==> config.mk <==
export PLATFORM = sky130hd
export DESIGN_NAME = run_controller
export DESIGN_NICKNAME = d
export VERILOG_FILES = /design/src/rtl/run_controller.sv
export SDC_FILE = /design/constraint.sdc
export NUM_CORES = 1
export LEC_CHECK = 0
export CORE_AREA = 4 4 62 106
export DETAILED_ROUTE_END_ITERATION = 8
export DIE_AREA = 0 0 66 110
export GPL_TIMING_DRIVEN = 0
export PLACE_DENSITY_LB_ADDON = 0.12
export SLEW_MARGIN = 15
export SYNTH_ARGS = -nofsm -noshare
export SYNTH_HDL_FRONTEND = slang
export SYNTH_SLANG_ARGS = --single-unit
==> constraint.sdc <==
create_clock -name clk -period 3.5 [get_ports clk]
set_clock_uncertainty 0.2 [all_clocks]
set_input_delay 0.7 -clock clk [delete_from_list [all_inputs] [get_ports clk]]
set_output_delay 0.7 -clock clk [all_outputs]
set_load 0.01 [all_outputs]
==> src/rtl/run_controller.sv <==
// Program loader and run sequencer: streams host words into instruction memory,
// pulses start, then times the processor run until done or a cycle limit.
module run_controller #(
  parameter int unsigned ADDR_W         = 8,
  parameter int unsigned INSTR_W        = 9,
  parameter int unsigned START_CYCLES   = 2,
  parameter int unsigned TIMEOUT_CYCLES = 4096
) (
  input  logic               clk,
  input  logic               reset,
  input  logic               load_valid,
  input  logic [INSTR_W-1:0] load_data,
  input  logic               load_last,
  output logic               load_ready,
  output logic               imem_we,
  output logic [ADDR_W-1:0]  imem_addr,
  output logic [INSTR_W-1:0] imem_wdata,
  output logic               start,
  input  logic               done,
  output logic               busy,
  output logic               run_done,
  output logic               timeout,
  output logic               overflow,
  output logic [15:0]        cycle_count
);

  localparam int unsigned CNT_W   = 16;
  localparam int unsigned SCNT_W  = 4;
  localparam logic [ADDR_W-1:0] LAST_ADDR   = '1;
  localparam logic [CNT_W-1:0]  TIMEOUT_VAL = CNT_W'(TIMEOUT_CYCLES);
  localparam logic [SCNT_W-1:0] START_LAST  = SCNT_W'(START_CYCLES - 1);

  typedef enum logic [2:0] {
    S_IDLE,
    S_LOAD,
    S_START,
    S_RUN,
    S_FINISH
  } state_t;

  state_t              r_state;
  logic [ADDR_W-1:0]   r_ptr;
  logic [SCNT_W-1:0]   r_start_cnt;
  logic                r_imem_we;
  logic [ADDR_W-1:0]   r_imem_addr;
  logic [INSTR_W-1:0]  r_imem_wdata;
  logic                r_start;
  logic                r_run_done;
  logic                r_timeout;
  logic                r_overflow;
  logic [CNT_W-1:0]    r_cycle_count;

  logic                w_ready;
  logic                w_accept;
  logic [ADDR_W-1:0]   w_wr_addr;
  logic                w_last_word;
  logic [CNT_W-1:0]    w_cnt_next;

  // A new program always begins at address 0; the top address forces end of program.
  assign w_ready     = (r_state == S_IDLE) || (r_state == S_LOAD);
  assign w_accept    = load_valid && w_ready;
  assign w_wr_addr   = (r_state == S_IDLE) ? '0 : r_ptr;
  assign w_last_word = load_last || (w_wr_addr == LAST_ADDR);
  assign w_cnt_next  = r_cycle_count + CNT_W'(1);

  always_ff @(posedge clk or negedge reset) begin
    if (!reset) begin
      r_state       <= S_IDLE;
      r_ptr         <= '0;
      r_start_cnt   <= '0;
      r_imem_we     <= 1'b0;
      r_imem_addr   <= '0;
      r_imem_wdata  <= '0;
      r_start       <= 1'b0;
      r_run_done    <= 1'b0;
      r_timeout     <= 1'b0;
      r_overflow    <= 1'b0;
      r_cycle_count <= '0;
    end else begin
      r_imem_we <= 1'b0;
      case (r_state)
        S_IDLE, S_LOAD: begin
          if (w_accept) begin
            r_imem_we    <= 1'b1;
            r_imem_addr  <= w_wr_addr;
            r_imem_wdata <= load_data;
            if (r_state == S_IDLE) begin
              r_timeout  <= 1'b0;
              r_overflow <= 1'b0;
            end
            if (w_last_word) begin
              r_ptr         <= w_wr_addr;
              r_state       <= S_START;
              r_start       <= 1'b1;
              r_start_cnt   <= '0;
              r_cycle_count <= '0;
              if (!load_last) begin
                r_overflow <= 1'b1;
              end
            end else begin
              r_ptr   <= w_wr_addr + ADDR_W'(1);
              r_state <= S_LOAD;
            end
          end
        end
        S_START: begin
          if (r_start_cnt == START_LAST) begin
            r_start <= 1'b0;
            r_state <= S_RUN;
          end else begin
            r_start_cnt <= r_start_cnt + SCNT_W'(1);
          end
        end
        // done wins over the limit; the done cycle itself is not counted.
        S_RUN: begin
          if (done) begin
            r_state    <= S_FINISH;
            r_run_done <= 1'b1;
          end else begin
            r_cycle_count <= w_cnt_next;
            if (w_cnt_next == TIMEOUT_VAL) begin
              r_timeout  <= 1'b1;
              r_state    <= S_FINISH;
              r_run_done <= 1'b1;
            end
          end
        end
        S_FINISH: begin
          r_run_done <= 1'b0;
          r_state    <= S_IDLE;
        end
        default: begin
          r_state <= S_IDLE;
        end
      endcase
    end
  end

  assign load_ready  = w_ready;
  assign busy        = (r_state != S_IDLE);
  assign imem_we     = r_imem_we;
  assign imem_addr   = r_imem_addr;
  assign imem_wdata  = r_imem_wdata;
  assign start       = r_start;
  assign run_done    = r_run_done;
  assign timeout     = r_timeout;
  assign overflow    = r_overflow;
  assign cycle_count = r_cycle_count;

endmodule

======== Word level (Yosys, flattened, before mapping) ========
Cells that the tools add are included.
word-level totals
  register bits ........................... 53
  logic and storage cells ................. 77
operators by class
  add/subtract/negate cells ............... 3
  equality and inequality tests ........... 15
  muxes and demuxes ....................... 32
  reduce and logical (&&, ||, !) cells .... 16
operators by type and width
  operator                                          number
  two-way mux 16 bit                                3
  case mux 16 bit (2 select lines)                  1
  adder 16 x 1 -> 16 bit (second input constant)    1
  == test 16 x 13 -> 1 bit (second input constant)  1
  two-way mux 8 bit                                 2
  inequality test 2 bit (second input constant)     7
  two-way mux 1 bit                                 13
  two-way mux 3 bit                                 4
  two-way mux 4 bit                                 3
  AND reduction 4 bit                               3
  case mux 3 bit (3 select lines)                   1
  adder 8 x 1 -> 8 bit (second input constant)      1
  == test 8 bit (second input constant)             1
  case mux 4 bit (2 select lines)                   1
  == test 3 x 2 -> 1 bit (second input constant)    2
  case mux 1 bit (2 select lines)                   3
  nonzero test 2 bit                                3
  AND reduction 5 bit                               1
  adder 4 x 1 -> 4 bit (second input constant)      1
  == test 4 x 1 -> 1 bit (second input constant)    1
  AND reduction 2 bit                               2
  == test 3 x 1 -> 1 bit (second input constant)    1
  == test 3 bit (second input constant)             1
  zero test 3 bit                                   1
  other kinds (7)                                   8

======== Longest topological paths before layout ========
  depth in word-level cells ............... 7
  mapped depth ............................ 13

======== Least setup slack after synthesis ========
Ideal clock, no wire load.
  path kind ............................... register to register
  start point ............................. register r_state[0]
  end point ............................... register r_cycle_count[1] (netlist: cycle_count[1])
  library setup time ...................... 0.096 ns
  arrival ................................. 2.255 ns
  slack ................................... 0.949 ns
  stages on the path, launching flop included .. 14
  buffers on the path ..................... 3
  clock period less this slack ............ 2.551 ns
  cells stage by stage .................... dfrtp_1 buf_2 nor3_1 inv_1 and2_1 ha_1 nand3_1 nor4_2 o21ai_1 and2_1 buf_2 buf_4 nand2_1 o31ai_1
on the way
  word-level cells in the longest chain between the ends .. 6
  elaborated cells between the ends (all ways) .. 15
  those cells by class .................... 6 x eq/ne; 2 x mux; 7 x reduce/logical
ends and longest elaborated chain
  item                                    line  source
  start, declared                         41    state_t r_state;
  start signal, assigned                  68    r_state <= S_IDLE;
  start signal, assigned                  93    r_state <= S_START;
  start signal, assigned                  102   r_state <= S_LOAD;
  zero test 3 bit                         62    assign w_wr_addr = (r_state == S_IDLE) ? '0 : r_ptr;
  two-way mux 8 bit                       62
  via w_wr_addr[1]                        55    logic [ADDR_W-1:0] w_wr_addr;
  == test 8 bit                           63    assign w_last_word = load_last || (w_wr_addr == LAST_ADDR);
  logical OR 1 bit                        63
  inequality test 2 bit (no source line)  -
  AND reduction 4 bit (no source line)    -
  end signal, assigned                    120   r_cycle_count <= w_cnt_next;
  end, declared                           51    logic [CNT_W-1:0] r_cycle_count;
The timed path passes the listed nets, and every way through them passes these cells.
A chain may end at the register's enable or synchronous reset.

======== Final worst setup path ========
Same ends and word-level chain as after synthesis.

==> summary.md <==
| Metric | Value |
|---|---|
| Crit path time final | 3.03 ns |
| Final hold slack | 0.218 ns |
| Critical-path top delay cell | nor3_1 |
| CP endpoint kind | flip-flop |
| Ant diodes | 0 |
| Avg Vias per Cell | 5.44 |
| Setup TNS | 0 ns |
| Maximum clock path buffer count | 2 |
| DRC | 0 |
| R2r worst-path depth | 13 |
| Post-synthesis compound-gate area fraction | 0.156 |
| FFs w/ async S/R, synth | 1.00 |
| Post-route setup slack | 0.471 ns |
| CP Data Arrival Time | 3.03 ns |
| TritonCTS clock tree | done |
| Syn Inst Count | 317 |
| RR Startpoint | r_state[0]$_DFFE_PN0P_ |
| Logic pwr share | 0.453 |
| Util after Layout | 0.634 |
| Placed inst area | 3480 um2 |
| Post-CTS Hold Fix Bufs | 0 |
| CP Buf/Inv Count | 4 |
| Synthesis-to-finish area growth | 24.5% |
| Fin area | 3570 um2 |
| Port Buffers | 52 |
| Register share of total power | 0.396 |
| Largest family of logic cells by synthesized area | simple AND/OR/NAND/NOR gates |
| Post-synth EDFFs | 0 |
| CTS H-tree depth | 2 |
| Post-Synth Adder-Cell Area | 0.0218 |
| Global Route Usage Sum | 0.189 |
| Die width | 66 um |
| Clk pwr share | 0.151 |
| Most frequent cells in the layout | 63 x nand2_1, 53 x dfrtp_1, 51 x clkdlybuf4s50_1, 22 x nor2_1, 18 x nor3_1 |
| RSZ-0062 raised after global routing | no |
| Setup WS pre-CTS | 0.450 ns |
| Max Cap Viol | 0 |
| Global placer's final weighted congestion | 0.905 |
| Synthesized area | 2870 um2 |
| Initial antenna violation count | 0 |
| Initial Util | 0.510 |
| LEAKAGE | 1.47 nW |
| Resize count post-CTS | 0 |
| Total Routed Length | 6.59 mm |
| Post-synthesis xor/xnor area fraction | 0.0244 |
| Slew HR | 0.551 |
| Hold Path Class | input pin to async pin |
| Overall Power | 2.33 mW |
| Seq/Total Area, Yosys | 0.462 |
| Post-CTS Setup Bufs | 0 |
| Share of layout cells above drive strength 1 | 0.0984 |
| Worst-Skew Late Latency | 0.30 ns |
| #FFs+latches synth | 53 |
| Maximum clock rate | 330 MHz |
| Pint | 1.44 mW |
| Routed wire length per instance | 14.6 um |
| Worst-Margin Slew | 0.674 ns |
| CP Cell Sequence | buf_2, nor3_1, inv_1, and2_1, ha_1, nand3_1, nor4_2, o21ai_1, and2_1, buf_2, buf_4, nand2_1, o31ai_1 |
| R2R Setup Slk | 0.47 ns |
| Synth cell types | 53 |
| Psw | 894 uW |
| Placed Cells | 445 |
| Peak supply drop | 0.320 mV |
| First-pass GRT wire length | 10.8 mm |
| CP top delay family | simple AND/OR/NAND/NOR gates |
| Main flop type after synthesis | dfrtp_1 |
| Vias in the first global route | 2380 |
| Height of the chip | 110 um |
| Total CTS buffers | 5 |
| Fin. Hold Viols | 0 |
| Total global routing overflow | 0 |
| Warnings from Yosys | 0 |
| Initial DRC Count | 89 |
| Net Sw Frac | 0.383 |
| First-pass DRT Iterations | 4 |
| Core Rows | 36 |
| Remaining antenna violation count | 0 |
| Post-synthesis mux area share | 0.0222 |
| Die ar. | 7260 um2 |
| Worst Path Required | 3.50 ns |
| Core Area | 5630 um2 |
| CP Max Fanout | 10 |
| Via count | 2458 |
| Num Clock Sinks | 53 |
| Fin nets | 395 |
| Clock transition at the registers of the reported paths | 0.10 ns |
| Final setup violation count | 0 |
| Non-Filler Instances | 452 |
| CP max stage delay | 0.41 ns |
| R2r endpoint | cycle_count[1]$_DFFE_PN0P_ |
| Max Slew Vio Count | 0 |
| Outcome | finished clean |
| Final period utilization | 0.866 |
| Post-DP HPWL | 4.88 mm |
| Clock root cell | clkbuf_8 |
| Commonest non-fill, non-tap cell in the layout | nand2_1 |
| Synth Area in Simple Gates | 0.262 |
| WS Path Type | flip-flop to flip-flop |
| Synthesized area per cell | 9.05 um2 |
| CP startpoint kind | flip-flop |
| Pwr/cell area | 653 nW/um2 |
| Post-synth net total | 336 |
| Largest net degree at the start of global routing | 54 |
| I/O pin cnt | 54 |
kinds of logic (layout without fill, tap and decap cells):
logic type               count (synthesis)  in the layout
AND/OR/NAND/NOR                        149            149
AO/OA/AOI/OAI                           67             67
flip-flops                              53             53
buffers and inverters                   29             88
XOR/XNOR                                 8              8
multiplexers                             6              6
adder cells (fa/ha/maj)                  5              5
state kept, by name (all words and copies together) (netlist names):
register,flops
start,1
imem_addr,8
imem_wdata,9
run_done,1
r_ptr,8
imem_we,1
r_start_cnt,4
timeout,1
r_state,3
cycle_count,16
overflow,1
synth_stat cells (all sizes together), types with 3 or more instances:
library cell / instances / share of area
nand2: 64 / 0.085
dfrtp: 53 / 0.46
o21ai: 23 / 0.040
nor2: 22 / 0.029
nor3: 20 / 0.038
a21oi: 15 / 0.026
nand3: 15 / 0.031
buf: 14 / 0.031
inv: 9 / 0.012
a22o: 8 / 0.024
xnor2: 7 / 0.021
clkbuf: 6 / 0.0078
ha: 5 / 0.022
and2: 4 / 0.0087
and3: 4 / 0.0092
o31ai: 4 / 0.010
and4: 3 / 0.0092
mux2: 3 / 0.012
mux2i: 3 / 0.010
nand3b: 3 / 0.0078
nand4: 3 / 0.0087
o311ai: 3 / 0.012
o32ai: 3 / 0.0092
worst register-to-register path: cells and delay by family (launching register included):
kind,cells,cell delay [ns]
AO/OA/AOI/OAI,2,0.41
adder cells (fa/ha/maj),1,0.21
buffers and inverters,4,0.70
flip-flops,1,0.37
AND/OR/NAND/NOR,6,1.03
power groups by stage:
stage	registers [mW]	logic (mW)	clock network [mW]
global route	0.957	1.17	0.381
floorplan	0.973	0.567	0
finish	0.925	1.06	0.353
detailed placement	0.937	1.07	0
global placement	0.931	1.04	0
CTS	0.926	1.07	0.365
worst max path at each step:
stage                      startpoint                          end  cells past startpoint
2_1_floorplan  r_state[0]$_DFFE_PN0P_   cycle_count[1]$_DFFE_PN0P_                     13
3_3_place_gp                    reset  cycle_count[15]$_DFFE_PN0P_                      1
3_5_place_dp   r_state[0]$_DFFE_PN0P_   cycle_count[1]$_DFFE_PN0P_                     13
4_1_cts        r_state[0]$_DFFE_PN0P_   cycle_count[1]$_DFFE_PN0P_                     13
5_1_grt        r_state[0]$_DFFE_PN0P_   cycle_count[1]$_DFFE_PN0P_                     13
6_report       r_state[0]$_DFFE_PN0P_   cycle_count[1]$_DFFE_PN0P_                     13
metal layers:
layer	global-route usage	share of wire	vias to the layer above
li1	-	-	1226
met1	0.215	0.40	1162
met2	0.350	0.54	61
met3	0.0284	0.042	9
met4	0.0698	0.019	0
met5	0	0	-
cell type report:
class                      count  area [um2]
clock buffer                   6        82.6
multi-input combinational    235        1400
buffer                        20         113
inverter                       9        33.8
timing repair buffer          52         518
sequential                    53        1330
tap                           76        95.1
clock inverter                 1        7.51
fill                         492        2060
(Power assumes the default switching activity.)
